[src/rtl/ps2_host_tx.sv]
// ps2_host_tx -- host-to-device PS/2 command transmitter.
//
// Sends one command byte (e.g. 0xED set-LEDs, 0xFF reset) to a PS/2 device
// over the shared open-collector ps2_clk/ps2_data lines: request-to-send,
// data/parity/stop serialised on device falling clock edges, ack check.
//
// Ports:
//   clk, rst              system clock, async active-high reset
//   ps2_clk_i/ps2_data_i  raw line levels (synchronised here)
//   ps2_clk_oe/data_oe    1 = pull the line low, 0 = release
//   tx_valid/tx_data      command request; accepted when tx_ready is high
//   tx_ready              high only while idle
//   tx_active             high while a transfer is in flight (gates the receiver)
//   done                  one-cycle pulse at end of transfer
//   ack_ok, timeout       result of the transfer, held until the next accept
//
// Optional feature: define PS2_TX_RETRY_EN to retry a NACKed or timed-out
// transfer up to two more times before reporting done.
module ps2_host_tx #(
   parameter int INHIBIT_CYCLES = 5000,
   parameter int TIMEOUT_CYCLES = 1000000,
   parameter int SYNC_STAGES    = 2
) (
   input  logic       clk,
   input  logic       rst,
   input  logic       ps2_clk_i,
   input  logic       ps2_data_i,
   output logic       ps2_clk_oe,
   output logic       ps2_data_oe,
   input  logic       tx_valid,
   input  logic [7:0] tx_data,
   output logic       tx_ready,
   output logic       tx_active,
   output logic       done,
   output logic       ack_ok,
   output logic       timeout
);
   localparam int IW = $clog2(INHIBIT_CYCLES + 1);
   localparam int TW = $clog2(TIMEOUT_CYCLES + 1);
   localparam logic [IW-1:0] INH_LAST = IW'(INHIBIT_CYCLES - 1);
   localparam logic [IW-1:0] INH_PRE  = IW'(INHIBIT_CYCLES - 2);
   localparam logic [TW-1:0] TO_LAST  = TW'(TIMEOUT_CYCLES - 1);

   typedef enum logic [2:0] {
      S_IDLE, S_INHIBIT, S_REQ, S_SHIFT, S_ACK, S_WAITIDLE, S_DONE
   } state_t;

   state_t                 state;
   logic [SYNC_STAGES-1:0] clk_sync, data_sync;
   logic                   clk_s, data_s, clk_s_q, fe;
   logic [7:0]             data_q;
   logic                   parity_q;
   logic [3:0]             bit_cnt, bit_nxt;
   logic [IW-1:0]          inh_cnt;
   logic [TW-1:0]          to_cnt;
   logic                   timed, to_hit;
`ifdef PS2_TX_RETRY_EN
   logic [1:0]             tries;
`endif

   // Lines idle high, so the synchronisers preset to 1 to avoid a false edge.
   always_ff @(posedge clk or posedge rst) begin
      if (rst) begin
         clk_sync  <= '1;
         data_sync <= '1;
         clk_s_q   <= 1'b1;
      end else begin
         clk_sync  <= {clk_sync[SYNC_STAGES-2:0], ps2_clk_i};
         data_sync <= {data_sync[SYNC_STAGES-2:0], ps2_data_i};
         clk_s_q   <= clk_s;
      end
   end

   assign clk_s   = clk_sync[SYNC_STAGES-1];
   assign data_s  = data_sync[SYNC_STAGES-1];
   assign fe      = clk_s_q & ~clk_s;
   assign bit_nxt = (bit_cnt == 4'd11) ? 4'd11 : bit_cnt + 4'd1;
   assign timed   = (state == S_REQ) || (state == S_SHIFT) ||
                    (state == S_ACK) || (state == S_WAITIDLE);
   assign to_hit  = timed && (to_cnt == TO_LAST);

   always_ff @(posedge clk or posedge rst) begin
      if (rst) begin
         state       <= S_IDLE;
         ps2_clk_oe  <= 1'b0;
         ps2_data_oe <= 1'b0;
         tx_ready    <= 1'b1;
         tx_active   <= 1'b0;
         done        <= 1'b0;
         ack_ok      <= 1'b0;
         timeout     <= 1'b0;
         data_q      <= '0;
         parity_q    <= 1'b0;
         bit_cnt     <= '0;
         inh_cnt     <= '0;
         to_cnt      <= '0;
`ifdef PS2_TX_RETRY_EN
         tries       <= '0;
`endif
      end else if (to_hit) begin
         // Timeout takes priority over any edge seen in the same cycle.
         ps2_clk_oe  <= 1'b0;
         ps2_data_oe <= 1'b0;
         timeout     <= 1'b1;
         ack_ok      <= 1'b0;
`ifdef PS2_TX_RETRY_EN
         if (tries != 2'd2) begin
            tries      <= tries + 2'd1;
            state      <= S_INHIBIT;
            ps2_clk_oe <= 1'b1;
            inh_cnt    <= '0;
         end else
`endif
         begin
            state <= S_DONE;
            done  <= 1'b1;
         end
      end else begin
         if (timed) to_cnt <= to_cnt + TW'(1);
         case (state)
            S_IDLE: begin
               if (tx_valid) begin
                  data_q     <= tx_data;
                  parity_q   <= ~^tx_data;
                  state      <= S_INHIBIT;
                  ps2_clk_oe <= 1'b1;
                  inh_cnt    <= '0;
                  tx_ready   <= 1'b0;
                  tx_active  <= 1'b1;
                  ack_ok     <= 1'b0;
                  timeout    <= 1'b0;
`ifdef PS2_TX_RETRY_EN
                  tries      <= '0;
`endif
               end
            end
            // Edges here are our own clock pull-down and are ignored.
            S_INHIBIT: begin
               inh_cnt <= inh_cnt + IW'(1);
               if (inh_cnt == INH_PRE) ps2_data_oe <= 1'b1;
               if (inh_cnt == INH_LAST) begin
                  state      <= S_REQ;
                  ps2_clk_oe <= 1'b0;
                  to_cnt     <= '0;
               end
            end
            S_REQ: begin
               ps2_data_oe <= 1'b1;
               bit_cnt     <= '0;
               state       <= S_SHIFT;
            end
            S_SHIFT: begin
               if (fe) begin
                  bit_cnt <= bit_nxt;
                  if (bit_cnt < 4'd8) begin
                     ps2_data_oe <= ~data_q[bit_cnt[2:0]];
                  end else if (bit_cnt == 4'd8) begin
                     ps2_data_oe <= ~parity_q;
                  end else begin
                     ps2_data_oe <= 1'b0;
                     state       <= S_ACK;
                  end
               end
            end
            S_ACK: begin
               if (fe) begin
                  bit_cnt <= bit_nxt;
                  ack_ok  <= ~data_s;
                  state   <= S_WAITIDLE;
               end
            end
            S_WAITIDLE: begin
               if (clk_s && data_s) begin
`ifdef PS2_TX_RETRY_EN
                  if (!ack_ok && tries != 2'd2) begin
                     tries      <= tries + 2'd1;
                     state      <= S_INHIBIT;
                     ps2_clk_oe <= 1'b1;
                     inh_cnt    <= '0;
                  end else
`endif
                  begin
                     state <= S_DONE;
                     done  <= 1'b1;
                  end
               end
            end
            S_DONE: begin
               done      <= 1'b0;
               state     <= S_IDLE;
               tx_ready  <= 1'b1;
               tx_active <= 1'b0;
            end
            default: state <= S_IDLE;
         endcase
      end
   end
endmodule

[config.mk]
export PLATFORM = sky130hd
export DESIGN_NAME = ps2_host_tx
export DESIGN_NICKNAME = d
export VERILOG_FILES = /design/src/rtl/ps2_host_tx.sv
export SDC_FILE = /design/constraint.sdc
export NUM_CORES = 1
export LEC_CHECK = 0
export CAP_MARGIN = 20
export CORE_ASPECT_RATIO = 0.7
export CORE_MARGIN = 2
export CORE_UTILIZATION = 50
export CTS_BUF_LIST = sky130_fd_sc_hd__clkbuf_16
export CTS_CLUSTER_SIZE = 24
export DETAILED_ROUTE_END_ITERATION = 6
export GPL_ROUTABILITY_DRIVEN = 0
export PLACE_DENSITY = 0.67
export SYNTH_ARGS = -nofsm -noshare
export SYNTH_HDL_FRONTEND = slang
export SYNTH_SLANG_ARGS = --single-unit
[constraint.sdc]
create_clock -name clk -period 6.5 [get_ports clk]
set_clock_uncertainty 0.2 [all_clocks]
set_input_delay 1.625 -clock clk [delete_from_list [all_inputs] [get_ports clk]]
set_output_delay 1.625 -clock clk [all_outputs]
set_load 0.02 [all_outputs]
Word level (Yosys, flattened, before mapping)
Cells that the tools add are included.
Word-level totals
  output and inout port bits: 7
  flip-flop bits (word level): 61
  logic and storage cells: 115
  input bits: 13
Operators by class
  order comparisons: 2
  multiplexer cells: 40
  add/sub/neg operators: 3
  bitwise logic cells: 6
  equal/unequal tests: 21
  reduce and logical (&&, ||, !) cells: 27
Operators by type and width (number)
  20-bit two-way mux: 3
  13-bit equality test, second input constant: 2
  13-bit case mux with 2 select lines: 1
  3-bit two-way mux: 8
  3-bit inequality test, second input constant: 7
  3-bit AND reduction: 7
  20-bit by 1-bit adder with 20-bit output, second input constant: 1
  20-bit equality test, second input constant: 1
  3-bit case mux with 6 select lines: 1
  1-bit two-way mux: 16
  13-bit by 1-bit adder with 13-bit output, second input constant: 1
  13-bit two-way mux: 1
  1-bit case mux with 2 select lines: 5
  2-bit nonzero test: 5
  3-bit equality test, second input constant: 3
  3-bit nonzero test: 3
  4-bit equality test, second input constant: 2
  4-bit two-way mux: 2
  4-bit case mux with 2 select lines: 1
  8-bit XNOR reduction: 1
  7-bit AND reduction: 1
  3-bit by 2-bit equality test with 1-bit output, second input constant: 2
  1-bit inverter: 5
  4-bit by 1-bit adder with 4-bit output, second input constant: 1
  other kinds (15): 19

Logic depth before layout (Yosys ltp)
Gate-level depths: netlist of run 1.
  depth in word-level cells: 7
  mapped depth: 7

Worst setup path after synthesis of run 1
Ideal clock, no wire load.
  path kind: input to register
  start point: input tx_valid
  end point: register data_q[0]
  required time: 6.175 ns
  slack: 3.691 ns
  arrival: 2.484 ns
  path buffers: 2
  cell stages on the path: 4
  cells stage by stage: and3_1 > clkbuf_1 > buf_2 > mux2_2
Between the ends
  cells in the longest elaborated chain, start to end: 1
RTL lines
  from (decl): RTL line 30  | input logic tx_valid,
  3-bit AND reduction (no line)
  to (signal assigned): RTL line 123  | data_q <= tx_data;
  to (decl): RTL line 51  | logic [7:0] data_q;
No other way between the ends.
A chain may end at the register's enable or synchronous reset.

Final worst setup path of run 1
  start point: input tx_valid
  end point: register inh_cnt[7]
Between the ends
  cells in the longest elaborated chain, start to end: 2
RTL lines
  2-bit inequality test (no line)
  3-bit AND reduction (no line)
  to (signal assigned): RTL line 139  | inh_cnt <= inh_cnt + IW'(1);
  to (decl): RTL line 54  | logic [IW-1:0] inh_cnt;
No other way between the ends.

==> flow_metrics.py, run 1 <==
metrics = {
    "clock_tree": {
        "clkLatencyLatePin_ns": 0.33,
        "number_of_hold_buffers_added_after_cts": 0,
        "clk_pin_slew_worst_paths_ns": 0.06,
        "cts_num_sinks": 61,
        "cts.htree.levels": 3,
        "post_cts.resized_instances": 0,
        "cts.repair_timing.setup_buffer_count": 0,
        "clock-root-buffer": "clkbuf_16",
        "clock_tree.buffer_depth": 2,
        "cts_tree": "built",
        "cts_made_buffers": 9,
    },
    "global_routing": {
        "grt_start_max_net_pins": 62,
        "grt_remaining_overflow": 0,
        "grt_pass1_vias": 2295,
        "antenna_found_initial": 0,
        "grt_pass1_wl_um": 11500,
        "grt.total_usage": 0.211,
    },
    "detailed_routing": {
        "ant_nets": 0,
        "route.detailed.wl_per_inst_um": 15.6,
        "postRouteWirelength_um": 6590,
        "dr_total_vias": 2412,
        "detail_route.drc_violations": 0,
        "via_count_normalized_by_instance_count": 5.72,
        "initialDrtViolationCount": 172,
        "drtPass1Iterations": 4,
    },
    "place": {
        "dpl_worst_slack_ns": 2.76,
        "post-dp-hpwl_um": 4360,
        "dp.cells": 406,
        "port-buffer-count": 19,
        "total_cell_area_at_the_placement_stage_um2": 3430,
    },
    "synth": {
        "yosys_register_bits": 61,
        "synthArstFlopShare": 1.00,
        "avgSynthCellArea_um2": 9.93,
        "synth_cell_types": 56,
        "synth-edff-count": 0,
        "syn_nets": 340,
        "synthesis.yosys.warnings": 0,
        "yosysSeqAreaShare": 0.480,
        "postSynth.topFlopCell": "dfrtp_1",
        "netlist_area_um2": 3200,
        "netlist_instances": 322,
    },
    "final_layout": {
        "postLayoutCellArea_um2": 3700,
        "final_common_cell": "dfrtp_1",
        "non_filler_cells_in_the_finished_layout": 422,
        "most-common-layout-cells": "55 x dfrtp_1, 41 x nor2_1, 22 x xnor2_1, 19 x clkdlybuf4s50_1",
        "syn2layout_area_growth_pct": 15.8,
        "layout-drive-gt1-share": 0.125,
        "n_antenna_cell": 0,
        "finalCoreUtilization": 0.596,
        "final_nets": 357,
    },
    "power": {
        "total_power_mw": 1.33,
        "pwr_density_cell_nw_per_um2": 359,
        "worst_ir_drop_vdd_v": 0.000193,
        "leakage_nw": 1.55,
    },
    "sta": {
        "timing.final.hold_violations": 0,
        "fin_worst_hold_slack_ns": 0.156,
        "unrepaired_setup_endpoints_after_global_routing": "false",
        "period_share": 0.528,
        "slew_headroom": 0.340,
        "final.setup.worst_slack_ns": 3.07,
        "period_minus_slack_ns": 3.43,
        "setup-tns-final_ns": 0,
        "setup_violations": 0,
        "worst_slew_pin_slew_ns": 0.989,
        "fmaxAchievable_mhz": 292,
        "report.final.slew_viol_count": 0,
    },
    "worst_hold_path": {
        "tightest_hold_check_type": "reg -> reg",
    },
    "critical_path": {
        "timing.critical_path.arrival_ns": 3.41,
        "critical_path.endpoint_type": "flop",
        "startpoint_type": "input port",
        "crit_path_max_fanout": 6,
        "setup.worst_path.class": "in -> reg",
        "worstPathRequired_ns": 6.48,
    },
    "die": {
        "floorplan.die.height_um": 70.9,
        "fp.dieArea_um2": 7060,
        "ioPinCount": 20,
        "initial_utilization": 0.514,
        "die_w_um": 99.6,
        "core_um2": 6220,
        "std_cell_rows": 24,
    },
    "status": {
        "status": "complete, no violations",
    },
    "job": {
        "drv.max_cap_violation_count": 0,
    },
}
-- flip-flops by register name (all words and copies together), names as in the netlist, 2 cells and up --
| name | flops |
|---|---|
| bit_cnt | 4 |
| state | 3 |
| to_cnt | 20 |
| data_sync | 2 |
| data_q | 8 |
| clk_sync | 2 |
| inh_cnt | 13 |
-- layer usage --
| metal | wire length [um] | GRT usage | vias to the layer above | part of all wire |
|---|---|---|---|---|
| li1 | - | - | 1179 | - |
| met1 | 3540 | 0.335 | 1166 | 0.54 |
| met2 | 2620 | 0.272 | 58 | 0.40 |
| met3 | 355 | 0.0672 | 9 | 0.054 |
| met4 | 76 | 0.0624 | 0 | 0.012 |
| met5 | 0 | 0 | - | 0 |
-- layout make-up --
cell class              count  area, um2
clock buffers               9        225
well taps                  78       97.6
fillers                   533       2510
inverters                  13       48.8
multi-input cells         234       1550
clock inverters             7       52.6
repair buffers             20        198
flip-flops and latches     61       1530
-- kinds of logic (layout without fill, tap and decap cells) --
group           after synthesis  after routing  synth area share
flops                        61             61             0.480
simple gates                131            131             0.221
buf+inv                      27             49            0.0368
mux                          12             12            0.0489
compound gates               53             53             0.104
fa+ha+maj                     5              5            0.0196
xor+xnor                     33             33            0.0904
-- cell usage after synthesis (3+ instances only) --
library cell   n  area share
nand4_1        9       0.018
nand2_1       15       0.018
ha_1           5       0.020
dfstp_2        6       0.049
nor2_1        42       0.049
buf_2          4      0.0063
mux2_2         9       0.032
nor3_1        12       0.019
xor2_1        11       0.030
a21oi_1       15       0.023
nand3_1       10       0.016
o21ai_0       15       0.023
xnor2_1       22       0.060
or3_1          4      0.0078
nor4_1         4      0.0078
nand2b_1       4      0.0078
dfrtp_1       55        0.43
inv_1         13       0.015
nor2b_1        4      0.0078
a31oi_1        3      0.0059
a211oi_1       4      0.0094
clkbuf_1       7      0.0082
and3_1        10       0.020
-- path summary, 6_finish.rpt --
| path | from | to | slack (ns) | cells after the start |
|---|---|---|---|---|
| worst max register to register | state[1]$_DFFE_PP0P_ | ps2_clk_oe$_DFFE_PP0P_ | 3.97 | 5 |
| worst min-delay path | clk_sync[0]$_DFF_PP1_ | clk_sync[1]$_DFF_PP1_ | 0.16 | 0 |
| max in group asynchronous | rst | bit_cnt[1]$_DFFE_PP0P_ | 3.93 | 3 |
| worst max-delay path | tx_valid | inh_cnt[7]$_DFFE_PP0P_ | 3.07 | 6 |
| worst min register to register | clk_sync[0]$_DFF_PP1_ | clk_sync[1]$_DFF_PP1_ | 0.16 | 0 |
| min in group asynchronous | rst | to_cnt[16]$_DFFE_PP0N_ | 1.61 | 3 |
-- power breakdown --
group | total [mW] | internal [mW] | switching, mW
combinational | 0.330 | 0.160 | 0.171
clock | 0.438 | 0.258 | 0.180
sequential | 0.561 | 0.461 | 0.100
-- critical path: stages --
cell and delay, ns:
clkdlybuf4s50_1 0.58, nor2_1 0.09, nor4_1 0.65, and3_1 0.28, xnor2_1 0.13, nor2_1 0.05
(Power assumes the default switching activity.)
==> run 2: changes to the inputs <==
- PLACE_DENSITY: 0.67 -> 0.7
- clock period: 6.5 -> 2.9 ns (I/O delays scaled with it)
==> run 2 against run 1 <==
Combinational power up 140%. Register-to-register slack worse by 3.4 ns. Worst hold slack better by 0.00090 ns. Final cell count up 1.7%. Critical path type is now reg -> out. Critical endpoint is now tx_ready. Largest cell class unchanged. Largest power group unchanged.
==> flow_metrics.py, run 2 (synthesis gave the netlist of run 1 again) <==
metrics = {
    "status": {
        "status": "complete, no violations",
    },
    "sta": {
        "period_minus_slack_ns": 2.39,
        "timing.final.hold_violations": 0,
        "fmaxAchievable_mhz": 418,
        "setup-tns-final_ns": 0,
        "final.setup.worst_slack_ns": 0.507,
        "report.final.slew_viol_count": 0,
        "worst_slew_pin_slew_ns": 0.574,
        "period_share": 0.825,
        "unrepaired_setup_endpoints_after_global_routing": "false",
        "slew_headroom": 0.617,
        "setup_violations": 0,
    },
    "place": {
        "total_cell_area_at_the_placement_stage_um2": 3490,
        "port-buffer-count": 19,
        "dp.cells": 413,
        "dpl_worst_slack_ns": 0.254,
        "post-dp-hpwl_um": 4560,
    },
    "final_layout": {
        "final_nets": 364,
        "finalCoreUtilization": 0.612,
        "n_antenna_cell": 0,
        "biggestRegsByFlops": "to_cnt (20), inh_cnt (13), data_q (8)",
        "most-common-layout-cells": "55 x dfrtp_1, 42 x nor2_1, 22 x xnor2_1, 19 x clkdlybuf4s50_1",
        "postLayoutCellArea_um2": 3800,
        "layout-drive-gt1-share": 0.137,
        "final_common_cell": "dfrtp_1",
        "syn2layout_area_growth_pct": 19.0,
        "largest_reg_flops": 20,
        "non_filler_cells_in_the_finished_layout": 429,
        "largest_register": "to_cnt",
    },
    "detailed_routing": {
        "dr_total_vias": 2455,
        "via_count_normalized_by_instance_count": 5.72,
        "initialDrtViolationCount": 211,
        "route.detailed.wl_per_inst_um": 15.3,
        "ant_nets": 0,
        "postRouteWirelength_um": 6550,
        "drtPass1Iterations": 5,
        "detail_route.drc_violations": 0,
    },
    "clock_tree": {
        "clk_pin_slew_worst_paths_ns": 0.05,
        "cts.repair_timing.setup_buffer_count": 0,
        "post_cts.resized_instances": 0,
        "clock_tree.buffer_depth": 2,
        "number_of_hold_buffers_added_after_cts": 0,
        "cts.htree.levels": 3,
        "cts_tree": "built",
        "clock-root-buffer": "clkbuf_16",
        "clkLatencyLatePin_ns": 0.32,
        "cts_num_sinks": 61,
        "cts_made_buffers": 9,
    },
    "global_routing": {
        "antenna_found_initial": 0,
        "grt_pass1_wl_um": 11500,
        "grt_pass1_vias": 2368,
        "grt_remaining_overflow": 0,
        "grt.total_usage": 0.210,
        "grt_start_max_net_pins": 62,
    },
    "critical_path": {
        "critical_path.cell_chain": "clkdlybuf4s50_1",
        "startpoint_type": "flop",
        "setup.worst_path.class": "reg -> out",
        "worst-path-buf-inv": 1,
        "crit_family": "buffers and inverters",
        "timing.critical_path.slowest_stage_cell": "clkdlybuf4s50_1",
        "critical_path.endpoint_type": "primary output",
        "worstPathRequired_ns": 1.98,
        "timing.critical_path.arrival_ns": 1.47,
        "slowest_delay_ns": 0.61,
        "crit_path_max_fanout": 3,
    },
    "job": {
        "drv.max_cap_violation_count": 0,
    },
    "power": {
        "leakage_nw": 1.62,
        "worst_ir_drop_vdd_v": 0.000396,
        "pwr_density_cell_nw_per_um2": 825,
    },
    "die": {
        "core_um2": 6220,
        "floorplan.die.height_um": 70.9,
        "die_w_um": 99.6,
        "std_cell_rows": 24,
        "fp.dieArea_um2": 7060,
        "initial_utilization": 0.514,
        "ioPinCount": 20,
    },
    "worst_hold_path": {
        "tightest_hold_check_type": "reg -> reg",
    },
}
## run 2: cell count changes in the layout (fill, tap and decap cells not counted), sizes merged
cell | previous run | this run
clkinvlp | 4 | 1
buf | 1 | 8
bufinv | 0 | 2
clkinv | 3 | 4
## run 2: per-stage QoR
stage                     hold slack (ns)  power [mW]
after detailed placement            0.148        2.03
after CTS                           0.157        3.17
final                               0.157        3.14
after global placement              0.147        2.00
after floorplan                     0.145        1.82
after global routing                0.162        3.35
## run 2: worst paths after layout
path,startpoint,endpoint,slack [ns],cells after the start
worst max register to register,state[2]$_DFFE_PP0P_,bit_cnt[3]$_DFFE_PP0P_,0.60,5
min in group asynchronous,rst,bit_cnt[0]$_DFFE_PP0P_,0.57,3
worst max-delay path,tx_ready$_DFFE_PP1P_,tx_ready,0.51,1
max in group asynchronous,rst,tx_ready$_DFFE_PP1P_,1.61,3
worst min register to register,data_sync[0]$_DFF_PP1_,data_sync[1]$_DFF_PP1_,0.16,0
worst min-delay path,data_sync[0]$_DFF_PP1_,data_sync[1]$_DFF_PP1_,0.16,0
## run 2: area by class of cell
class                   count  area (um2)
clock buffers               9         225
well taps                  78        97.6
clock inverters             7        90.1
flip-flops and latches     61        1530
multi-input cells         234        1550
fillers                   514        2410
inverters                  13        48.8
repair buffers             27         263
## run 2: layer usage
metal	part of all wire	routed length, um	global-route usage
met5	0	0	0
met4	0.0064	42	0.0578
met3	0.057	373	0.0771
met2	0.43	2830	0.296
met1	0.50	3300	0.308
## run 2: power breakdown
group	switching [mW]	total [mW]	internal [mW]
clock network	0.374	1.12	0.746
logic	0.406	0.786	0.379
registers	0.199	1.23	1.03
==> run 3: changes to the inputs <==
- PLACE_DENSITY: 0.7 -> 0.67
- clock period: 2.9 -> 2.5 ns (I/O delays scaled with it)
==> run 3 against run 2 <==
Total power up 17%. Clock power grew 17%. Setup slack worse by 0.29 ns. Sequential power grew 14%. Non-clock buffer count increased by 4. Critical path depth stayed put. Critical endpoint unchanged. Highest routed layer unchanged.
==> flow_metrics.py, run 3 (synthesis gave the netlist of run 1 again) <==
metrics = {
    "critical_path": {
        "worstPathRequired_ns": 1.67,
        "setup.worst_path.class": "reg -> out",
        "crit_family": "buffers and inverters",
        "critical_path.endpoint_type": "primary output",
        "timing.critical_path.arrival_ns": 1.46,
        "worst_r2r_path_depth": 5,
        "slowest_delay_ns": 0.60,
        "r2r_slack_ns": 0.32,
        "critical_path.cell_chain": "clkdlybuf4s50_1",
        "crit_path_max_fanout": 3,
        "timing.critical_path.slowest_stage_cell": "clkdlybuf4s50_1",
        "startpoint_type": "flop",
        "r2r_path_end": "bit_cnt[3]$_DFFE_PP0P_",
        "timing.critical_path.depth": 1,
        "worst-path-buf-inv": 1,
        "r2r-start": "to_cnt[15]$_DFFE_PP0N_",
    },
    "clock_tree": {
        "cts_tree": "built",
        "cts.htree.levels": 3,
        "cts_made_buffers": 9,
        "clk_pin_slew_worst_paths_ns": 0.05,
        "number_of_hold_buffers_added_after_cts": 0,
        "post_cts.resized_instances": 0,
        "clock_tree.buffer_depth": 2,
        "cts.repair_timing.setup_buffer_count": 0,
        "clock-root-buffer": "clkbuf_16",
        "clkLatencyLatePin_ns": 0.32,
        "cts_num_sinks": 61,
    },
    "sta": {
        "period_share": 0.913,
        "fmaxAchievable_mhz": 438,
        "period_minus_slack_ns": 2.28,
        "report.final.slew_viol_count": 0,
        "unrepaired_setup_endpoints_after_global_routing": "false",
        "timing.final.hold_violations": 0,
        "worst_slew_pin_slew_ns": 0.492,
        "setup_violations": 0,
        "setup-tns-final_ns": 0,
        "slew_headroom": 0.672,
    },
    "detailed_routing": {
        "postRouteWirelength_um": 6590,
        "drtPass1Iterations": 4,
        "detail_route.drc_violations": 0,
        "dr_total_vias": 2388,
        "route.detailed.wl_per_inst_um": 15.2,
        "via_count_normalized_by_instance_count": 5.52,
        "initialDrtViolationCount": 180,
        "ant_nets": 0,
    },
    "die": {
        "std_cell_rows": 24,
        "ioPinCount": 20,
        "fp.dieArea_um2": 7060,
        "die_w_um": 99.6,
        "floorplan.die.height_um": 70.9,
        "core_um2": 6220,
        "initial_utilization": 0.514,
    },
    "worst_hold_path": {
        "destination_of_the_worst_hold_path": "data_sync[1]$_DFF_PP1_",
        "hold_depth": 0,
        "min-delay-start": "data_sync[0]$_DFF_PP1_",
        "tightest_hold_check_type": "reg -> reg",
    },
    "final_layout": {
        "syn2layout_area_growth_pct": 20.3,
        "most-common-layout-cells": "55 x dfrtp_1, 42 x nor2_1, 22 x xnor2_1, 19 x clkdlybuf4s50_1",
        "final_nets": 368,
        "biggestRegsByFlops": "to_cnt (20), inh_cnt (13), data_q (8)",
        "largest_reg_flops": 20,
        "largest_register": "to_cnt",
        "n_antenna_cell": 0,
        "finalCoreUtilization": 0.619,
        "final_common_cell": "dfrtp_1",
        "layout-drive-gt1-share": 0.146,
    },
    "power": {
        "pwr_density_cell_nw_per_um2": 958,
        "leakage_nw": 1.65,
        "worst_ir_drop_vdd_v": 0.000476,
    },
    "global_routing": {
        "grt.total_usage": 0.209,
        "grt_pass1_vias": 2338,
        "grt_start_max_net_pins": 62,
        "antenna_found_initial": 0,
        "grt_pass1_wl_um": 11500,
        "grt_remaining_overflow": 0,
    },
    "place": {
        "port-buffer-count": 19,
        "post-dp-hpwl_um": 4450,
    },
    "status": {
        "status": "complete, no violations",
    },
    "job": {
        "drv.max_cap_violation_count": 0,
    },
}
run 3: cell type report:
class / count / area, um2
Clock buffer: 9 / 225
Clock inverter: 7 / 90.1
Fill cell: 523 / 2370
Inverter: 13 / 48.8
Multi-Input combinational cell: 234 / 1550
Sequential cell: 61 / 1530
Tap cell: 78 / 97.6
Timing Repair Buffer: 31 / 305
run 3: through the flow:
| step | std cells | power (mW) | worst slack, ns | hold slack, ns | instance area (um2) |
|---|---|---|---|---|---|
| 3_3_place_gp | 417 | 2.36 | 0.179 | 0.146 | 3530 |
| 3_5_place_dp | 417 | 2.38 | 0.151 | 0.147 | 3530 |
| 6_report | 433 | 3.69 | 0.217 | 0.154 | 3850 |
| 4_1_cts | 433 | 3.71 | 0.202 | 0.155 | 3850 |
| 5_1_grt | 433 | 3.92 | 0.0473 | 0.162 | 3850 |
| 2_1_floorplan | 322 | 2.11 | 0.172 | 0.145 | 3200 |
run 3: worst max path at each step:
| stage | start | endpoint | slack [ns] |
|---|---|---|---|
| final | tx_ready$_DFFE_PP1P_ | tx_ready | 0.22 |
| after global routing | to_cnt[15]$_DFFE_PP0N_ | bit_cnt[3]$_DFFE_PP0P_ | 0.05 |
| after CTS | tx_ready$_DFFE_PP1P_ | tx_ready | 0.20 |
| after detailed placement | tx_valid | inh_cnt[12]$_DFFE_PP0P_ | 0.15 |
| after global placement | tx_valid | inh_cnt[12]$_DFFE_PP0P_ | 0.18 |
| after floorplan | rst | ack_ok$_DFFE_PP0P_ | 0.17 |
run 3: layer usage:
metal  routed length, um  GRT usage
met4                  38     0.0822
met2                2770      0.279
met1                3460      0.323
met3                 308     0.0543
met5                   0          0
run 3: where the power goes:
group	internal (mW)	total [mW]	leakage (nW)	switching [mW]
logic	0.466	0.975	0.721	0.509
registers	1.20	1.40	0.772	0.204
clock network	0.866	1.31	0.153	0.441
total	2.53	3.69	1.65	1.15
run 3: worst reg2reg max path: stages (launching register included):
cell	delay (ns)
dfrtp_1	0.44
nor4bb_1	0.30
nand4_1	0.35
o21ai_2	0.43
nor4_1	0.10
a211o_1	0.24
==> variant 1, RTL diff (flow settings as in run 3) <==
Reset style: synchronous (`rst`), changed in 2 clocked blocks. Comments in the files are not updated.
--- a/src/rtl/ps2_host_tx.sv
+++ b/src/rtl/ps2_host_tx.sv
@@ -59,7 +59,7 @@
 `endif
 
    // Lines idle high, so the synchronisers preset to 1 to avoid a false edge.
-   always_ff @(posedge clk or posedge rst) begin
+   always_ff @(posedge clk) begin
       if (rst) begin
          clk_sync  <= '1;
          data_sync <= '1;
@@ -79,7 +79,7 @@
                     (state == S_ACK) || (state == S_WAITIDLE);
    assign to_hit  = timed && (to_cnt == TO_LAST);
 
-   always_ff @(posedge clk or posedge rst) begin
+   always_ff @(posedge clk) begin
       if (rst) begin
          state       <= S_IDLE;
          ps2_clk_oe  <= 1'b0;
Function: differs if rst is asserted again (counterexample within 4 cycles, from zero or initial values and one cycle with rst high); with rst held inactive, the same outputs for 10 cycles.
==> variant 1 against run 3 <==
- design area fell by 4.9%
- synthesized cell count grew 12%
- wire length up 3.2%
- largest cell class unchanged
- sequential cell count unchanged
- synthesized area is 3.0% lower
- register-to-register slack worse by 0.02 ns
- setup slack better by 0.082 ns
- total power fell by 21%
==> variant 1: results (changes against run 3) <==
| Metric | Value |
|---|---|
| Slowest cell on the critical path | `dfxtp_1` |
| Post-DR vias/cell | `5.54 (+0.51%)` |
| Fill cell instance count of the final layout | `546 (+4.4%)` |
| Run status | `complete, no violations` |
| Placed Area | `3350 um^2 (-5.1%)` |
| Peak supply drop | `0.464 mV (-2.4%)` |
| Worst-path maximum fanout | `7 (+4)` |
| Maximum clock frequency | `454 MHz (+3.7%)` |
| Half-perimeter wire length of the detailed placement result | `4.78 mm (+7.3%)` |
| Most frequent cells after synthesis | `61 x dfxtp_1, 47 x nor2_1, 33 x nand2_1, 31 x a21oi_1, 16 x o21ai_0` |
| Number of antenna violations at the first check in global routing | `0 (unchanged)` |
| CP Data Required Time | `2.54 ns (+0.87 ns)` |
| Ratio of cells with drive above 1 in the final layout | `12.0% (-2.6 points)` |
| Top cells by area in the synthesized netlist | `dfxtp_1 39%, nor2_1 5.7%, a21oi_1 5.0%` |
| Share of synthesized area occupied by flip-flops and latches | `39.4% (-8.6 points)` |
| Overall fraction of global-route tracks in use | `21.4% (+0.57 points)` |
| Async set-or-reset flop fraction in the synthesized netlist | `0% (-100 points)` |
| Delay of the slowest cell on the worst path | `0.46 ns (-0.14 ns)` |
| Most used flip-flop cell after synthesis | `dfxtp_1` |
| Wire length of the first global-routing pass | `11.8 mm (+2.7%)` |
| Net count after synthesis | `380 (+12%)` |
| Net total in the final layout | `405 (+10%)` |
| CTS root buf | `clkbuf_16` |
| Relative slew slack | `54.8% (-12 points)` |
| Met2 usage in global routing | `31.9% (+4.0 points)` |
| Met3 layer usage reported by global route | `5.51% (+0.071 points)` |
| Per-cell routed wire length | `14.6 um (-4.1%)` |
[variant 1: cell types whose count changed after synthesis, sizes merged, moves of 8 or more]
cell   before  now
dfxtp       0   61
dfrtp      55    0
nand2      15   33
a21oi      15   31
mux2        9    0
xnor2      22   14
[variant 1: area by class of cell]
class | count | share of cell area (%)
repair buffers | 30 | 7.80
multi-input cells | 277 | 47.1
clock buffers | 9 | 6.16
inverters | 8 | 0.821
well taps | 75 | 2.56
clock inverters | 6 | 2.19
flip-flops and latches | 61 | 33.4
[variant 1: kinds of logic (layout without fill, tap and decap cells)]
logic type,count (synthesis),after routing,synth area share [%]
adders and majority gates,5,5,2.02
AOI/OAI and AO/OA,70,70,13.7
buffers and inverters,24,53,5.12
DFF,61,61,39.4
and+or+nand+nor,166,166,28.3
muxes,6,6,2.74
xor gates and xnor gates,30,30,8.71
[variant 1: path summary, 6_finish.rpt]
path                startpoint           end  cells past startpoint
hold reg to reg   data_sync[0]  data_sync[1]                      1
setup reg to reg    inh_cnt[1]      state[1]                      6
hold / removal    data_sync[0]  data_sync[1]                      1
setup / recovery    inh_cnt[1]      state[1]                      6
[variant 1: per-layer routing]
metal	up-vias	part of all wire (%)	wire, um
met3	6	3.9	266
met5	-	0	0
met2	51	44	3010
met4	0	0.68	46
met1	1203	51	3470
li1	1323	-	-
[variant 1: per-stage QoR]
step | power (mW) | hold slack [ns] | instances
final | 2.92 | 0.207 | 466
after CTS | 2.94 | 0.209 | 466
after global placement | 1.65 | 0.196 | 451
after floorplan | 1.50 | 0.189 | 362
after detailed placement | 1.66 | 0.196 | 451
after global routing | 3.05 | 0.235 | 466
[variant 1: where the power goes]
group	total [mW]	internal, mW	leakage, nW	switching (mW)
sequential	1.10	1.04	0.495	0.0580
combinational	0.550	0.236	0.656	0.315
clock	1.28	0.856	0.150	0.419
total	2.92	2.13	1.30	0.792
[variant 1: critical path: cells and delay by family (launching register included)]
| kind | cells | cell delay, ns |
|---|---|---|
| AND/OR/NAND/NOR | 4 | 0.91 |
| flip-flops | 1 | 0.46 |
| adder cells (fa/ha/maj) | 1 | 0.33 |
| AO/OA/AOI/OAI | 1 | 0.22 |
==> variant 2, RTL diff (flow settings as in run 3) <==
Made on the original files. Add a define of `PS2_TX_RETRY_EN`.
--- a/src/rtl/ps2_host_tx.sv
+++ b/src/rtl/ps2_host_tx.sv
@@ -16,6 +16,8 @@
 //
 // Optional feature: define PS2_TX_RETRY_EN to retry a NACKed or timed-out
 // transfer up to two more times before reporting done.
+`define PS2_TX_RETRY_EN
+
 module ps2_host_tx #(
    parameter int INHIBIT_CYCLES = 5000,
    parameter int TIMEOUT_CYCLES = 1000000,
Function: no difference found for any inputs over 10 cycles, from zero or initial values and one cycle with rst high; that may be too few to reach the edited logic, so the function may still have changed.
==> variant 2 against run 3 <==
- via count increased by 14%
- total power is 21% higher
- synthesized area increased by 9.3%
- utilization decreased by 0.99 points
- final cell count is 12% higher
- sequential cell count grew 2
- synthesized cell count is 11% higher
- critical path type unchanged
- combinational power grew 67%
- sequential power up 14%
- setup slack lost 0.015 ns
- wire length increased by 9.7%
- design area up 7.0%
==> variant 2: results (changes against run 3) <==
| Metric | Value |
|---|---|
| Run status | `complete, no violations` |
| Overall fraction of global-route tracks in use | `20.8% (-0.099 points)` |
| Drt first-iter violations | `219 (+22%)` |
| Most frequent cells after synthesis | `57 x dfrtp_1, 38 x nor2_1, 30 x nand2_1, 23 x xnor2_1, 20 x a21oi_1` |
| Net count after synthesis | `378 (+11%)` |
| Largest net degree at the start of global routing | `64 (+3.2%)` |
| Static power due to leakage | `1.66 nW (+0.95%)` |
| Number of global-route vias before repair | `2617 (+12%)` |
| Top cells by area in the synthesized netlist | `dfrtp_1 41%, xnor2_1 5.8%, dfstp_2 4.5%` |
| Number of different library cells in the post-synthesis netlist | `64 (+14%)` |
| Ratio of cells with drive above 1 in the final layout | `13.6% (-1.1 points)` |
| Wire length of the first global-routing pass | `12.7 mm (+9.8%)` |
| Relative slew slack | `58.3% (-8.9 points)` |
| Maximum buffer depth of the clock tree | `2 (unchanged)` |
| Peak supply drop | `0.475 mV (-0.22%)` |
| Regs by FF count | `to_cnt x20, inh_cnt x13, data_q x8` |
| Share of synthesized area occupied by flip-flops and latches | `45.3% (-2.6 points)` |
| Half-perimeter wire length of the detailed placement result | `5.04 mm (+13%)` |
| Via Count | `2714 (+14%)` |
| Clock transition time at the flip-flop clock pins of the worst setup and hold paths | `0.06 ns` |
| Kind of cell adding the most delay to the critical path | `buffers and inverters` |
| Reg2Reg Setup Slack | `0.20 ns (-0.12 ns)` |
| Net total in the final layout | `405 (+10%)` |
| Per-cell routed wire length | `14.9 um (-2.0%)` |
| Length of the first detailed-routing pass in iterations | `4 (unchanged)` |
| TritonCTS Buffers | `9 (unchanged)` |
## variant 2: metal layers
| metal | track usage (%) | wire (um) |
|---|---|---|
| met5 | 0 | 0 |
| met3 | 6.66 | 363 |
| met2 | 29.8 | 2970 |
| met4 | 6.16 | 46 |
| met1 | 30.3 | 3850 |
## variant 2: power by group
group / switching (mW) / internal, mW
sequential: 0.281 / 1.31
combinational: 0.880 / 0.747
clock: 0.459 / 0.772
## variant 2: worst paths after layout
kind	start	endpoint	cells after the start
min reg2reg	data_sync[0]	data_sync[1]	0
min in group asynchronous	rst	to_cnt[1]	3
max in group asynchronous	rst	tx_ready	3
max	tx_ready	tx_ready	1
max reg2reg	to_cnt[13]	inh_cnt[5]	6
min	data_sync[0]	data_sync[1]	0
## variant 2: per-stage QoR
stage          setup slack [ns]  std cells  instance area, um^2  hold slack [ns]
2_1_floorplan             0.115        359                 3490            0.145
3_3_place_gp              0.104        469                 3820            0.146
3_5_place_dp             0.0434        469                 3820            0.147
4_1_cts                   0.183        485                 4120            0.155
5_1_grt                  0.0781        485                 4120            0.159
6_report                  0.202        485                 4120            0.155
## variant 2: logic make-up after synthesis
kind of cell | Yosys count | share of synthesized area, %
AO/OA/AOI/OAI | 80 | 15.5
XOR/XNOR | 27 | 6.77
adder cells (fa/ha/maj) | 6 | 2.15
buffers and inverters | 31 | 4.26
flip-flops | 63 | 45.3
multiplexers | 16 | 5.62
AND/OR/NAND/NOR | 136 | 20.3
## variant 2: cell type report
type	count	area, um^2
sequential	63	1580
fill	607	2640
timing repair buffer	31	293
clock buffer	9	225
inverter	16	60.1
multi-input combinational	265	1760
tap	94	118
clock inverter	7	73.8
